===== src/rtl/mux_arb_pkg.sv =====
// rtl/mux_arb_pkg.sv - shared types and constants for the round-robin mux arbiter
//
// Purpose : FSM state enum, requester count, select width and the default
//           burst hold limit used by mux_rr_arbiter and rr_pick.
// Ports   : none (package).
package mux_arb_pkg;

  localparam int N_REQ        = 4;
  localparam int SEL_W        = 2;
  localparam int MAX_HOLD_DEF = 8;

  typedef enum logic {
    IDLE  = 1'b0,
    GRANT = 1'b1
  } state_e;

endpackage


===== src/rtl/rr_pick.sv =====
// rtl/rr_pick.sv - combinational rotate-priority picker for four requesters
//
// Purpose : finds the first set request bit scanning Ptr, Ptr+1, ... mod 4.
// Ports   : Req    [3:0] in  - request vector
//           Ptr    [1:0] in  - index holding highest priority
//           Any          out - at least one request set
//           Idx    [1:0] out - index of winner (Ptr when Any=0)
//           Onehot [3:0] out - one-hot winner, zero when Any=0
module rr_pick
  import mux_arb_pkg::*;
(
  input  logic [N_REQ-1:0] Req,
  input  logic [SEL_W-1:0] Ptr,
  output logic             Any,
  output logic [SEL_W-1:0] Idx,
  output logic [N_REQ-1:0] Onehot
);

  logic [SEL_W-1:0] cand;

  // Scan from the farthest offset down to offset 0 so the nearest set bit
  // (lowest offset from Ptr) is the last one written and therefore wins.
  always_comb begin
    Any    = 1'b0;
    Idx    = Ptr;
    Onehot = '0;
    cand   = Ptr;
    for (int i = N_REQ - 1; i >= 0; i--) begin
      cand = Ptr + SEL_W'(i);
      if (Req[cand]) begin
        Any = 1'b1;
        Idx = cand;
      end
    end
    if (Any) begin
      Onehot[Idx] = 1'b1;
    end
  end

endmodule


===== src/rtl/mux_rr_arbiter.sv =====
// rtl/mux_rr_arbiter.sv - round-robin arbiter driving a shared 4:1 data mux
//
// Purpose : grants one of four requesters for a burst, forwards its lane to a
//           single valid/ready output, then rotates priority past the winner.
// Optional: MUX_ARB_HOLD_LIMIT_EN - when defined, a burst also ends on the
//           transfer that brings the per-burst count to MAX_HOLD.
// Ports   : Clk                    in  - clock, rising edge
//           Rst_n                  in  - asynchronous active-low reset
//           Req       [3:0]        in  - per-requester request
//           Last      [3:0]        in  - per-requester end-of-burst flag
//           Data_in   [4*DATA_W-1] in  - packed lanes, lane k at k*DATA_W
//           Ready_in               in  - downstream ready
//           Gnt       [3:0]        out - registered one-hot grant
//           Sel       [1:0]        out - registered mux select
//           Valid_out              out - Data_out valid
//           Data_out  [DATA_W-1:0] out - selected lane
module mux_rr_arbiter
  import mux_arb_pkg::*;
#(
  parameter int DATA_W   = 8,
  parameter int MAX_HOLD = MAX_HOLD_DEF
) (
  input  logic                    Clk,
  input  logic                    Rst_n,
  input  logic [N_REQ-1:0]        Req,
  input  logic [N_REQ-1:0]        Last,
  input  logic [N_REQ*DATA_W-1:0] Data_in,
  input  logic                    Ready_in,
  output logic [N_REQ-1:0]        Gnt,
  output logic [SEL_W-1:0]        Sel,
  output logic                    Valid_out,
  output logic [DATA_W-1:0]       Data_out
);

  if (MAX_HOLD < 1 || MAX_HOLD > 255) begin : g_bad_max_hold
    $error("mux_rr_arbiter: MAX_HOLD must be in 1..255");
  end

  state_e           state_q, state_d;
  logic [N_REQ-1:0] gnt_q, gnt_d;
  logic [SEL_W-1:0] sel_q, sel_d;
  logic [SEL_W-1:0] ptr_q, ptr_d;

  logic             pick_any;
  logic [SEL_W-1:0] pick_idx;
  logic [N_REQ-1:0] pick_onehot;

  logic valid;
  logic xfer;
  logic burst_end;
  logic hold_hit;

  rr_pick u_pick (
    .Req    (Req),
    .Ptr    (ptr_q),
    .Any    (pick_any),
    .Idx    (pick_idx),
    .Onehot (pick_onehot)
  );

  assign valid     = (state_q == GRANT) && Req[sel_q];
  assign xfer      = valid && Ready_in;
  assign Valid_out = valid;
  assign Gnt       = gnt_q;
  assign Sel       = sel_q;
  assign Data_out  = Data_in[int'(sel_q) * DATA_W +: DATA_W];

`ifdef MUX_ARB_HOLD_LIMIT_EN
  localparam logic [7:0] HOLD_LIM = 8'(MAX_HOLD);

  logic [7:0] hold_q, hold_d;

  // Limit is hit by the transfer that would make the count equal MAX_HOLD.
  assign hold_hit = xfer && ((hold_q + 8'd1) == HOLD_LIM);

  always_comb begin
    hold_d = hold_q;
    if (burst_end) begin
      hold_d = '0;
    end else if (xfer) begin
      hold_d = hold_q + 8'd1;
    end
  end

  always_ff @(posedge Clk or negedge Rst_n) begin
    if (!Rst_n) begin
      hold_q <= '0;
    end else begin
      hold_q <= hold_d;
    end
  end
`else
  assign hold_hit = 1'b0;
`endif

  always_comb begin
    state_d   = state_q;
    gnt_d     = gnt_q;
    sel_d     = sel_q;
    ptr_d     = ptr_q;
    burst_end = 1'b0;
    unique case (state_q)
      IDLE: begin
        if (pick_any) begin
          state_d = GRANT;
          gnt_d   = pick_onehot;
          sel_d   = pick_idx;
        end
      end
      GRANT: begin
        // Withdrawal with no transfer: valid is low, so xfer is low too.
        burst_end = (xfer && Last[sel_q]) || !Req[sel_q] || hold_hit;
        if (burst_end) begin
          state_d = IDLE;
          gnt_d   = '0;
          ptr_d   = sel_q + SEL_W'(1);
        end
      end
      default: begin
        state_d = IDLE;
        gnt_d   = '0;
      end
    endcase
  end

  always_ff @(posedge Clk or negedge Rst_n) begin
    if (!Rst_n) begin
      state_q <= IDLE;
      gnt_q   <= '0;
      sel_q   <= '0;
      ptr_q   <= '0;
    end else begin
      state_q <= state_d;
      gnt_q   <= gnt_d;
      sel_q   <= sel_d;
      ptr_q   <= ptr_d;
    end
  end

endmodule


===== config.mk =====
export PLATFORM = sky130hd
export DESIGN_NAME = mux_rr_arbiter
export DESIGN_NICKNAME = d
export VERILOG_FILES = /design/src/rtl/mux_arb_pkg.sv /design/src/rtl/rr_pick.sv /design/src/rtl/mux_rr_arbiter.sv
export SDC_FILE = /design/constraint.sdc
export NUM_CORES = 1
export LEC_CHECK = 0
export ABC_AREA = 1
export CAP_MARGIN = 40
export CORE_MARGIN = 1.5
export CORE_UTILIZATION = 30
export DETAILED_ROUTE_END_ITERATION = 6
export HOLD_SLACK_MARGIN = 0.1
export PLACE_DENSITY_LB_ADDON = 0.08
export SLEW_MARGIN = 20
export SYNTH_ARGS = -nofsm -noshare
export SYNTH_HDL_FRONTEND = slang
export SYNTH_SLANG_ARGS = --single-unit

===== constraint.sdc =====
create_clock -name Clk -period 1.3 [get_ports Clk]
set_input_delay 0.13 -clock Clk [delete_from_list [all_inputs] [get_ports Clk]]
set_output_delay 0.13 -clock Clk [all_outputs]
set_load 0.02 [all_outputs]

# --- Word level (Yosys, flattened, before mapping) ---
# Index checks and enable logic that the tools add are counted.
classes:
  addsub: 4
  order_cmp: 7
  eq_ne: 2
  shifts: 1
  n_mux: 28
  n_bitwise: 1
  reduce_logical: 9
ops:
  columns: ["operator", "n"]
  rows:
  - ["variable part select 32 x 6 -> 8 bit", 1]
  - ["less-than comparator 2 x 3 -> 1 bit, second input constant", 6]
  - ["two-way mux 1 bit", 13]
  - ["binary-select mux 1 bit (select 2 bit)", 6]
  - ["two-way mux 2 bit", 4]
  - ["two-way mux 4 bit", 2]
  - ["one-hot mux 4 bit (2 select lines)", 1]
  - ["AND reduction 2 bit", 3]
  - ["adder 2 x 1 -> 2 bit, second input constant", 2]
  - ["adder 2 bit, second input constant", 2]
  - ["logical AND 1 bit", 4]
  - ["demux 1 bit (select 2 bit)", 1]
  - [">= comparator 2 x 1 -> 1 bit, second input constant", 1]
  - ["inequality test 2 x 1 -> 1 bit, second input constant", 1]
  - ["inequality test 2 bit, second input constant", 1]
  - ["one-hot mux 1 bit (2 select lines)", 1]
  - ["logical NOT 1 bit", 1]
  - ["logical OR 1 bit", 1]
  - ["NOT 1 bit", 1]
word_totals:
  reg_bits: 9
  wordCells: 56

# --- Depth between registers and ports, before layout ---
logic_depth:
  ltp_word: 13
  depth_mapped: 13

# --- By module ---
# Synthesis repeated with hierarchy kept, for this count alone.
hier_totals:
  hier_cells: 163
  area_unflattened_um2: 973.4
by_module_without_submodules:
  columns: ["module", "instances", "cells_per_inst", "area_each_um2"]
  rows:
  - ["mux_rr_arbiter", 1, 104, 695.7]
  - ["rr_pick", 1, 59, 277.8]

# --- Worst setup path before layout ---
# OpenSTA, ideal clock, no wires.
synth_path:
  path_type: "reg-to-output"
  from: "register sel_q[0] (netlist: Sel[0])"
  to: "output port Data_out[2]"
  arrival_time_ps: 1436
  required_time_ps: 1170
  setup_slack_ps: -266
  path_stages_with_launch: 6
  n_path_buf: 2
  cell_sequence: "dfrtp_1 -> inv_2 -> buf_6 -> clkbuf_1 -> o21ai_0 -> o22ai_1"
synth_between:
  elab_chain_cells: 1
synth_rtl:
  columns: ["element", "line_no", "rtl"]
  rows:
  - ["start, declared", "mux_rr_arbiter.sv:41", "logic [SEL_W-1:0] sel_q, sel_d;"]
  - ["start signal, assigned", "mux_rr_arbiter.sv:135", "sel_q <= sel_d;"]
  - ["variable part select 32 x 6 -> 8 bit", "mux_rr_arbiter.sv:66", "assign Data_out = Data_in[int'(sel_q) * DATA_W +: DATA_W];"]
  - ["end, declared", "mux_rr_arbiter.sv:32", "output logic [DATA_W-1:0] Data_out"]
# No other way between the ends.

# --- Final worst setup path ---
layout_path:
  from: "register sel_q[0] (netlist: Sel[0])"
  to: "output port Data_out[4]"
# The elaborated chain is that of the path after synthesis.

==> impl_metrics.csv <==
group,metric,value,unit
outcome,outcome,"finished, violations left",
outcome,failed_checks,"negative setup slack",
clock_network,clk_pin_slew,60,ps
clock_network,clock-sinks,9,
clock_network,clock_latency,250,ps
grt,grt_overflow,0,
routing,route.antenna.remaining_nets,0,
setup_path,crit_cells,5,
floorplanning,fp.dieArea,3430,um^2
layout,finish.utilization,76.5,%
timing,min_period,1510,ps
timing,fin_hold_ws,170,ps
floorplanning,initial_core_util,32.5,%
timing,slew_headroom,72.4,%
clock_network,cts_buffers,3,
routing,route.final.wire_length,3790,um
timing,rsz0062_at_grt,"true",
layout,final_nets,287,
placed_design,hpwl,2400,um
power,pwr_density_cell,2590,nW/um^2
routing,drcViolationCount,0,
setup_path,critPathBufInv,3,
logic_synthesis,yosys.area_share.xor_xnor,0.945,%
logic_synthesis,netlist_area,927,um^2
clock_network,clock-root-buffer,"clkbuf_4",
placed_design,io_buffers,57,
setup_path,max_stage_delay,460,ps
floorplanning,core_area,2850,um^2
logic_synthesis,synthCells,156,
placed_design,dpl_cell_area,1740,um^2
timing,tns,-3190,ps
setup_path,worst-setup-path-type,"reg2out",
flow_run,cap_violations,0,
routing,drtIter0Drc,24,
power,leakagePower,1.00,nW
layout,area_growth,135,%
logic_synthesis,yosys.area_share.simple,41.6,%
floorplanning,core.rowCount,19,
clock_network,clockBufferDepth,2,
grt,antenna_found_initial,0,
hold_path,hold_class,"in2async",
timing,post-route-period-util,117,%
layout,ff_latch_area,229,um^2
setup_path,end_kind,"output port",
timing,clock.fmax,0.660,GHz
routing,vias_per_cell,5.08,
logic_synthesis,synthMuxAreaShare,0,%
grt,grt_pass1_vias,1364,
setup_path,crit_top_cell,"buf_6",
logic_synthesis,synth_compound_area_share,21.7,%
routing,num_vias,1393,
layout,multi_input_area,892,um^2
grt,grt.total_usage,19.6,%
logic_synthesis,ys_ff_latch,9,
timing,setup_violations,18,
logic_synthesis,ys_warn_count,0,
setup_path,arrival,1380,ps
setup_path,reg2regPathDepth,12,
grt,grt_max_degree,19,
logic_synthesis,synthDistinctLibCells,21,
logic_synthesis,synthAdderAreaFrac,0,%
logic_synthesis,synthesis.nets,199,
timing,worst_pin_slew,412,ps
timing,hold_violations,0,
logic_synthesis,syn_area_per_cell,5.94,um^2
power,peakVddDrop,1.40,mV
setup_path,cp_slowest_cell,"dfrtp_2",
layout,antenna_cells,0,
logic_synthesis,synth_top_family_by_area,"simple AND/OR/NAND/NOR gates",
layout,nFillCells,209,
floorplanning,die_h,58.6,um
setup_path,crit_required,1170,ps
routing,drt-pass1-iter-count,4,
clock_network,htreeDepth,1,
grt,grt_pass1_wl,5290,um
setup_path,crit_fanout,5,
setup_path,cp_cell_sequence,"buf_6 > clkbuf_16 > o21ai_4 > o22ai_2 > buf_6",
layout,drive_above_1_share,51.4,%
timing,finalWorstSetupSlack,-215,ps
timing,final_max_slew_viol_count,0,
setup_path,cp-start-kind,"register",
logic_synthesis,ys_seq_area_share,24.3,%
clock_network,cts_tree,"yes",
placed_design,globalplace.congestion,0.812,
floorplanning,ioPinCount,58,
layout,fin_area,2180,um^2
routing,wire_per_inst,13.8,um
setup_path,crit_family,"flip-flops",
timing,skew,4.57,ps
floorplanning,die_x,58.6,um
clock_network,hold_buffers,0,
## synth_stat cells
cell type,count,area share [%]
buf_2,2,1.1
inv_1,11,4.5
clkbuf_1,2,0.81
o21ai_0,22,12
xnor2_1,1,0.94
a21boi_1,1,0.81
nand4_1,2,1.3
nor2_1,22,8.9
buf_6,2,2.4
o22ai_1,8,5.4
nand3_1,10,5.4
inv_6,1,0.94
clkinv_2,1,0.54
o21ai_2,1,0.94
nand2_1,39,16
dfrtp_1,9,24
inv_2,3,1.2
nand2_2,13,8.8
o21ai_1,2,1.1
a21oi_1,3,1.6
nand4_2,1,1.3
## registers in the layout, indices dropped and copies added, names as in the netlist
signal	flops
Sel	2
state_q	1
ptr_q	2
Gnt	4
## worst paths after layout
path | slack [ps] | endpoint | startpoint
min | 170 | Gnt[2] | Rst_n
max in group asynchronous | 810 | ptr_q[0] | Rst_n
min in group Clk | 470 | Gnt[2] | Gnt[2]
max reg2reg | -210 | Gnt[3] | ptr_q[0]
max | -210 | Data_out[4] | Sel[0]
min reg2reg | 470 | Gnt[2] | Gnt[2]
## cells in the final DEF, fill, tap and decap left out, types with 4 or more instances in the layout
cell type / count
dfrtp_1: 6
o21ai_4: 6
dlygate4sd2_1: 4
inv_1: 10
o21ai_1: 10
buf_6: 21
nand2_2: 22
nor2_1: 8
nand3_2: 7
clkdlybuf4s50_1: 42
o22ai_2: 8
nand2_1: 29
nor2_4: 6
buf_4: 17
nor2_2: 8
o21ai_2: 9
## power by group
group / internal (mW) / leakage (nW) / switching [mW]
logic: 2.31 / 0.877 / 2.55
clock network: 0.118 / 0.0150 / 0.0953
registers: 0.416 / 0.110 / 0.169
## area by class of cell
class                   instances  share of cell area, %
clock buffers                   4                   1.20
inverters                      16                   3.55
multi-input cells             125                   40.9
flip-flops and latches          9                   10.5
well taps                      31                   1.78
repair buffers                 89                   42.1
## layer usage
metal	vias to the layer above	GRT usage (%)	wire length, um
li1	684	-	-
met1	656	20.9	1360
met2	45	39.3	2200
met3	8	1.98	177
met4	0	6.82	57
met5	-	0	0
## stage by stage
| step | total power [mW] | setup WS, ps | instances |
|---|---|---|---|
| 3_5_place_dp | 4.12 | -440 | 257 |
| 2_1_floorplan | 2.75 | -43.1 | 156 |
| 5_1_grt | 6.07 | -389 | 274 |
| 4_1_cts | 4.70 | -198 | 264 |
| 6_report | 5.66 | -215 | 274 |
| 3_3_place_gp | 4.05 | -452 | 257 |
## cells by family after synthesis
| kind of cell | after synthesis |
|---|---|
| XOR/XNOR | 1 |
| flip-flops | 9 |
| AND/OR/NAND/NOR | 87 |
| buffers and inverters | 22 |
| AO/OA/AOI/OAI | 37 |
## timing repair
item                       CTS  global route
gates resized for setup    106            59
pin swaps                   14            21
cloned                       0             3
setup buffers                3            10
setup endpoints to repair   24            20
(Power assumes the default switching activity.)
